`src/rtl/systolic_pkg.sv`:
```
// Shared types and helpers for the systolic array weight path.
`timescale 1ns/1ps
package systolic_pkg;

   typedef enum logic [1:0] {
      IDLE   = 2'd0,
      FILL   = 2'd1,
      COMMIT = 2'd2,
      DRAIN  = 2'd3
   } loader_state_t;

   localparam int ARRAY_N  = 8;
   localparam int WEIGHT_W = 8;

   // Flat position of weight (r,j) in an n x n matrix.
   function automatic int unsigned mat_idx(input int unsigned r, input int unsigned j,
                                           input int unsigned n);
      return r * n + j;
   endfunction

endpackage

```
`src/rtl/weight_bank.sv`:
```
// N x N weight register file: per-row write, whole-matrix copy, synchronous clear.
`timescale 1ns/1ps
module weight_bank
   import systolic_pkg::*;
#(
   parameter int N = ARRAY_N,
   parameter int W = WEIGHT_W
) (
   input  logic                   clk,
   input  logic                   rst,
   input  logic                   clr,
   input  logic                   row_we,
   input  logic [$clog2(N)-1:0]   row_sel,
   input  logic [N*W-1:0]         row_data,
   input  logic                   copy_en,
   input  logic [N*N*W-1:0]       copy_data,
   output logic [N*N*W-1:0]       mat
);

   logic [N*N*W-1:0] mat_r;

   // Matrix storage; clear beats copy, copy beats a row write.
   always_ff @(posedge clk) begin
      if (rst || clr) begin
         mat_r <= {(N*N*W){1'b0}};
      end else if (copy_en) begin
         mat_r <= copy_data;
      end else if (row_we) begin
         for (int j = 0; j < N; j++) begin
            mat_r[mat_idx(32'(row_sel), j, N)*W +: W] <= row_data[j*W +: W];
         end
      end else begin
         mat_r <= mat_r;
      end
   end

   assign mat = mat_r;

endmodule

```
`src/rtl/weight_row_loader.sv`:
```
// Pulls N weight rows into a shadow bank, then commits them to the active bank feeding the PEs.
`timescale 1ns/1ps
module weight_row_loader
   import systolic_pkg::*;
#(
   parameter int N = ARRAY_N,
   parameter int W = WEIGHT_W
) (
   input  logic               clk,
   input  logic               rst,
   input  logic               load,
   input  logic               w_valid,
   input  logic [N*W-1:0]     w_data,
   output logic               w_ready,
   output logic [N*N*W-1:0]   weights_out,
   output logic               commit,
   output logic               busy,
   output logic               underrun
);

   localparam int RW = $clog2(N);
   localparam int CW = RW + 1;

   loader_state_t    state_r, next_state_s;
   logic [CW-1:0]    row_cnt_r;
   logic             commit_r, underrun_r;
   logic             ready_s, busy_s, start_s, copy_s, discard_s;
   logic             xfer_s, last_row_s;
   logic [N*N*W-1:0] shadow_s;

   assign xfer_s     = w_valid && ready_s;
   assign last_row_s = (row_cnt_r == CW'(N - 1));

   // State register.
   always_ff @(posedge clk) begin
      if (rst) begin
         state_r <= IDLE;
      end else begin
         state_r <= next_state_s;
      end
   end

   // Next-state logic; a window never loads more than one matrix.
   always_comb begin
      next_state_s = state_r;
      case (state_r)
         IDLE: begin
            if (load) next_state_s = FILL;
            else      next_state_s = IDLE;
         end
         FILL: begin
            if (xfer_s && last_row_s) next_state_s = COMMIT;
            else if (!load)           next_state_s = IDLE;
            else                      next_state_s = FILL;
         end
         COMMIT: begin
            if (load) next_state_s = DRAIN;
            else      next_state_s = IDLE;
         end
         DRAIN: begin
            if (!load) next_state_s = IDLE;
            else       next_state_s = DRAIN;
         end
         default: next_state_s = IDLE;
      endcase
   end

   // State-decoded controls.
   always_comb begin
      ready_s   = 1'b0;
      busy_s    = 1'b0;
      start_s   = 1'b0;
      copy_s    = 1'b0;
      discard_s = 1'b0;
      case (state_r)
         IDLE:    start_s = load;
         FILL: begin
            busy_s    = 1'b1;
            ready_s   = load;
            discard_s = !load;
         end
         COMMIT: begin
            busy_s = 1'b1;
            copy_s = 1'b1;
         end
         DRAIN:   busy_s = 1'b1;
         default: busy_s = 1'b0;
      endcase
   end

   // Row counter, commit pulse and sticky underrun flag.
   always_ff @(posedge clk) begin
      if (rst) begin
         row_cnt_r  <= {CW{1'b0}};
         commit_r   <= 1'b0;
         underrun_r <= 1'b0;
      end else begin
         commit_r <= copy_s;
         if (start_s)     row_cnt_r <= {CW{1'b0}};
         else if (xfer_s) row_cnt_r <= row_cnt_r + CW'(1);
         else             row_cnt_r <= row_cnt_r;
         if (start_s)        underrun_r <= 1'b0;
         else if (discard_s) underrun_r <= 1'b1;
         else                underrun_r <= underrun_r;
      end
   end

   weight_bank #(.N(N), .W(W)) u_shadow (
      .clk       (clk),
      .rst       (rst),
      .clr       (discard_s),
      .row_we    (xfer_s),
      .row_sel   (row_cnt_r[RW-1:0]),
      .row_data  (w_data),
      .copy_en   (1'b0),
      .copy_data ({(N*N*W){1'b0}}),
      .mat       (shadow_s)
   );

   weight_bank #(.N(N), .W(W)) u_active (
      .clk       (clk),
      .rst       (rst),
      .clr       (1'b0),
      .row_we    (1'b0),
      .row_sel   ({RW{1'b0}}),
      .row_data  ({(N*W){1'b0}}),
      .copy_en   (copy_s),
      .copy_data (shadow_s),
      .mat       (weights_out)
   );

   assign w_ready  = ready_s;
   assign busy     = busy_s;
   assign commit   = commit_r;
   assign underrun = underrun_r;

endmodule

```
`config.mk`:
```
export PLATFORM = sky130hd
export DESIGN_NAME = weight_row_loader
export DESIGN_NICKNAME = d
export VERILOG_FILES = /design/src/rtl/systolic_pkg.sv /design/src/rtl/weight_bank.sv /design/src/rtl/weight_row_loader.sv
export SDC_FILE = /design/constraint.sdc
export NUM_CORES = 2
export LEC_CHECK = 0
export ABC_CLOCK_PERIOD_IN_PS = 2900
export CAP_MARGIN = 0
export CORE_MARGIN = 10
export CORE_UTILIZATION = 54
export DETAILED_ROUTE_END_ITERATION = 6
export PLACE_DENSITY = 0.84
export SYNTH_ARGS = -nofsm -noshare
export SYNTH_HDL_FRONTEND = slang
export SYNTH_SLANG_ARGS = --single-unit
```
`constraint.sdc`:
```
create_clock -name clk -period 2.9 [get_ports clk]
set_input_delay 0.58 -clock clk [delete_from_list [all_inputs] [get_ports clk]]
set_output_delay 0.58 -clock clk [all_outputs]
set_load 0.005 [all_outputs]
```
-- Word-level counts from Yosys, hierarchy flattened
Index checks and enable logic that the tools add are counted.
- register bits: 1032
- logic and storage cells: 67
- add/subtract/negate cells: 16
- eq/ne operators: 4
- shift operators: 16
- mux-type cells: 17
- reductions and logical operators: 8
- operator list (operator ; number):
    bitwise mux 512 bit ; 8
    variable shift 8 x 34 -> 512 bit (first input constant) ; 8
    indexed part select 8 x 34 -> 512 bit ; 8
    negator 32 -> 34 bit ; 7
    negator 9 -> 34 bit ; 1
    adder 6 x 3 -> 7 bit (second input constant) ; 4
    adder 6 x 2 -> 7 bit (second input constant) ; 2
    adder 6 x 1 -> 7 bit (second input constant) ; 1
    2-to-1 mux 1 bit ; 6
    one-hot mux 2 bit (3 select lines) ; 1
    adder 4 x 1 -> 4 bit (second input constant) ; 1
    == test 2 bit (second input constant) ; 2
    == test 4 x 3 -> 1 bit (second input constant) ; 1
    2-to-1 mux 2 bit ; 2
    OR reduction 2 bit ; 2
    OR reduction 3 bit ; 1
    == test 2 x 1 -> 1 bit (second input constant) ; 1
    logical AND 1 bit ; 2
    logical NOT 2 bit ; 1
    logical NOT 1 bit ; 1
    logical OR 1 bit ; 1

-- Logic depth before layout (Yosys ltp)
- depth after elaboration: 10
- gate-level depth with buffers: 10

-- Hierarchy
A second synthesis with hierarchy kept.
- cells, all modules: 5162
- area, all modules: 45102.0 sq um
- modules (own cells, without submodules) (module ; instances ; cells an instance ; area each (sq um) ; sequential area each (sq um)):
    weight_bank (u_shadow) ; 1 ; 2591 ; 22854.4 ; 10249.8
    weight_bank (u_active) ; 1 ; 2533 ; 21882.2 ; 10249.8
    weight_row_loader ; 1 ; 38 ; 365.4 ; 160.2

-- Least setup slack after synthesis
No wires, ideal clock.
- path kind: reg2reg
- start: reg row_cnt_r[0]
- end: reg u_shadow.mat_r[4], in the netlist u_shadow.mat[4]
- library setup time: 0.132 ns
- arrival: 2.341 ns
- required time: 2.768 ns
- setup slack: 0.426 ns
- stages on the path, launching flop included: 10
- buffers on the path: 3
- path through: dfxtp_1 buf_2 clkbuf_1 inv_1 ha_1 ha_1 or3b_2 buf_1 o31ai_1 a21oi_1
- longest elaborated chain between the ends: 10
- ends and longest elaborated chain (element ; line ; source):
    start: declaration ; weight_row_loader.sv:25 ; logic [CW-1:0] row_cnt_r;
    start signal: assignment ; weight_row_loader.sv:94 ; row_cnt_r <= {CW{1'b0}};
    start signal: assignment ; weight_row_loader.sv:99 ; if (start_s) row_cnt_r <= {CW{1'b0}};
    start signal: assignment ; weight_row_loader.sv:100 ; else if (xfer_s) row_cnt_r <= row_cnt_r + CW'(1);
    adder 6 x 1 -> 7 bit or negator 9 -> 34 bit (tied branches) ; systolic_pkg.sv:18, weight_bank.sv:30 ;
    negator 32 -> 34 bit, or another cell as far along ; weight_bank.sv:30 ; mat_r[mat_idx(32'(row_sel), j, N)*W +: W] <= row_data[j*W +: W];
    indexed part select 8 x 34 -> 512 bit, or another cell as far along ; weight_bank.sv:30 ;
    bitwise mux 512 bit (6 in series) ; weight_bank.sv:30 ;
    bitwise mux 512 bit * ; weight_bank.sv:30 ;
    end signal: assignment ; weight_bank.sv:27 ; mat_r <= copy_data;
    end signal: indexed assignment ; weight_bank.sv:30 ;
    end signal: assignment ; weight_bank.sv:33 ; mat_r <= mat_r;
    end: declaration ; weight_bank.sv:20 ; logic [N*N*W-1:0] mat_r;
Every way passes the cells marked *; elsewhere a longest branch is shown, timed or not.
A chain may end at the register's enable or synchronous reset.

-- Worst setup path after layout
- start: reg state_r[0]
- end: out w_ready
- longest elaborated chain between the ends: 2
- ends and longest elaborated chain (element ; line ; source):
    start: declaration ; weight_row_loader.sv:24 ; loader_state_t state_r, next_state_s;
    start signal: assignment ; weight_row_loader.sv:39 ; state_r <= next_state_s;
    == test 2 x 1 -> 1 bit ; weight_row_loader.sv:75 ; case (state_r)
    2-to-1 mux 1 bit ; weight_row_loader.sv:75 ;
    end: declaration ; weight_row_loader.sv:14 ; output logic w_ready,
No other way between the ends.

==> impl_metrics.env <==
export IMPL_p_seq_share_pct=49.7
export IMPL_rsz0062_at_grt="false"
export IMPL_cp_start_kind="flop"
export IMPL_fin_worst_skew_ps=28.42
export IMPL_ys_warn_count=0
export IMPL_dr_pass1_iters=7
export IMPL_clk_path_buf_depth=3
export IMPL_drc=0
export IMPL_r2r_setup_slack_ps=680
export IMPL_final_cell_area_mm2=0.04779
export IMPL_synthTopCellsByArea="dfxtp_1 (55%), nand2_1 (10%), a21oi_1 (7.7%), mux2i_1 (7.4%), nand3_1 (4.0%)"
export IMPL_p_sw_mw=6.377
export IMPL_clockPowerShare_pct=47.1
export IMPL_grt_pass1_vias=32180
export IMPL_area_growth_syn_to_layout_pct=26.55
export IMPL_maxCapViolations=0
export IMPL_portBuffers=583
export IMPL_cp_arrival_ps=2190
export IMPL_drtAntennaViolNets=0
export IMPL_cp_end_kind="primary output"
export IMPL_peakVddDrop_mv=0.5343
export IMPL_yosysSeqAreaShare_pct=54.71
export IMPL_numClockSinks=1032
export IMPL_netlist_area_leader_share_pct=54.71
export IMPL_gp_congestion=0.8458
export IMPL_die_area_mm2=0.08091
export IMPL_clock_latency_ps=660
export IMPL_clkTransAtPathRegs_ps=60
export IMPL_fin_ws_ps=132.4
export IMPL_combPwrFrac_pct=3.2
export IMPL_setup_viol=0
export IMPL_vias=33950
export IMPL_hold_buffers=0
export IMPL_cp_required_ps=2320
export IMPL_critPathMaxFanout=8
export IMPL_synth_seq_cells=1032
export IMPL_powerDensity_mw_per_mm2=597.8
export IMPL_grt_max_degree=169
export IMPL_setup_tns_ps=0
export IMPL_nNetsFinal=4664
export IMPL_crit_type="reg2out"
export IMPL_worstMarginPinSlew_ps=881.6
export IMPL_dp_slack_ps=217.4
export IMPL_fin_crit_ps=2768
export IMPL_cts_tree="yes"
export IMPL_final_hold_viol_count=0
export IMPL_drive_gt1_share_pct=5.996
export IMPL_switching_share_pct=22.32
export IMPL_fillerInstances=5179
export IMPL_wl_per_cell_um=23.48
export IMPL_synth_area_mm2=0.03776
export IMPL_synthCells=4239
export IMPL_cts_htree_levels=3
export IMPL_period_share_pct=95.43
export IMPL_initial_core_util_pct=54.77
export IMPL_fp_dieH_um=284.4
export IMPL_num_io_pins=584
export IMPL_grt_pass1_wl_um=197900
export IMPL_cts_setup_buffers=0
export IMPL_yosys_area_top_type="dfxtp_1"
export IMPL_outcome="complete, no violations"
export IMPL_first_iter_violations=3941
export IMPL_maxSlewViolCount=0
export IMPL_grtUsageTotal_pct=30.88
export IMPL_ys_types=37
export IMPL_syn_avg_cell_area_um2=8.908
export IMPL_detailed_place_hpwl_um=82620
export IMPL_root_buffer="clkbuf_16"
export IMPL_cts_buffers=102
export IMPL_vias_per_cell=6.057
export IMPL_internal_power_mw=22.19
export IMPL_core_area_mm2=0.06895
export IMPL_power_mw=28.57
export IMPL_die_x_um=284.4
export IMPL_hold_path_class="in2reg"
export IMPL_placed_area_mm2=0.04433
export IMPL_relSlewSlack_pct=41.23
export IMPL_grt_overflow_total=0
export IMPL_clock_fmax_mhz=361.3
export IMPL_rows=96
export IMPL_wl_um=131600
export IMPL_synthesis_nets=4316
export IMPL_p_leak_nw=17.86
export IMPL_antenna_found_initial=3
-- sequential cells by signal, indices dropped and copies added (netlist names) --
name / count
u_active.mat: 512
underrun: 1
u_shadow.mat: 512
state_r: 2
row_cnt_r: 4
commit: 1
-- logic make-up after synthesis --
logic type / synth area share [%]
AO/OA/AOI/OAI: 13.09
adder cells (fa/ha/maj): 0.2982
buffers and inverters: 4.685
flip-flops: 54.71
multiplexers: 7.422
AND/OR/NAND/NOR: 19.79
-- path summary, 6_finish.rpt --
path                         start                 to  cells past startpoint
setup / recovery        state_r[0]            w_ready                      3
hold / removal                 rst   u_active.mat[43]                      2
setup reg to reg      row_cnt_r[1]  u_shadow.mat[410]                      5
hold reg to reg   u_shadow.mat[22]   u_active.mat[22]                      2
-- routing by layer --
metal  track usage [%]  share of wire [%]  vias to the layer above
met3             8.553                9.7                      405
li1                  -                  -                    15450
met5                 0                  0                        -
met2             48.06                 45                     1729
met1             36.50                 37                    16370
met4             21.88                7.7                        0
-- cell usage after synthesis (all sizes together) --
library cell	instances
a32o	112
inv	6
nand4	184
nor3	3
mux2i	280
ha	9
nand2	1031
buf	166
nand2b	1
a21bo	3
o31ai	9
a211oi	1
or2	1
and4b	1
or4	1
and3	114
nor2b	7
or3b	2
o21ai	59
o21ba	1
or4b	1
a21oi	584
or3	1
a22o	56
dfxtp	1032
nand3	303
nand4b	5
and2	2
nor2	7
nor3b	1
clkbuf	256
-- through the flow --
stage                     utilization [%]  instances  hold WS, ps
after floorplan                         -       4239        428.4
after global placement              64.30       5414        433.2
after detailed placement            64.30       5414        440.5
after CTS                           69.29       5601        231.3
final                               69.31       5606        263.2
after global routing                69.30       5601        251.7
-- area by class of cell --
class                           instances  area (um^2)  share of cell area (%)
Sequential cell                      1032        20660                   43.24
Clock buffer                          148         2988                   6.252
Timing Repair Buffer                  666         6977                   14.60
Tap cell                              931         1165                   2.437
Inverter                                6        30.03                 0.06284
Antenna cell                            5        12.51                 0.02618
Clock inverter                         39        455.4                  0.9530
Multi-Input combinational cell       2779        15500                   32.43
-- what timing repair did --
action / in CTS / in global routing
resized for setup: 0 / 1
setup endpoints to repair: 0 / 1
endpoints found under the hold margin: 0 / 0
-- cells in the final DEF, fill, tap and decap left out, types with 3 or more instances in the layout --
cell             Yosys  routed
buf_12               0      41
diode_2              0       5
dfxtp_1           1032    1031
clkbuf_8             0      22
inv_1                5       5
nand4b_1             5       5
clkbuf_1           256      22
a32o_1             112     112
bufinv_16            0       7
ha_1                 9       6
nand2_1           1031    1030
buf_4                4      42
a21oi_1            584     581
a21bo_2              3       3
o21ai_0             59      59
clkinv_2             0      21
nor2b_4              0       3
ha_2                 0       3
clkdlybuf4s50_1      0     582
nand3_1            303     299
nor2b_1              7       3
clkinvlp_4           0       3
and3_1             114     113
mux2i_1            280     280
nor2_1               7       5
clkbuf_16            0     104
o31ai_1              9       9
a22o_1              56      56
nand3_4              0       4
nand4_1            184     184
a21oi_4              0       3
-- power groups by stage --
stage	combinational, mW	sequential, mW	clock (mW)
finish	0.905	14.2	13.5
detailed placement	0.884	14.5	0
CTS	0.888	14.2	13.6
global route	0.937	14.2	14.2
floorplan	0.394	14.5	0
global placement	0.880	14.5	0
-- worst max-delay path: stages, from the launching register on --
cell and delay, ps:
dfxtp_1 490, nor2b_2 360, and2_1 190, clkdlybuf4s50_1 500
(Power assumes the default switching activity.)
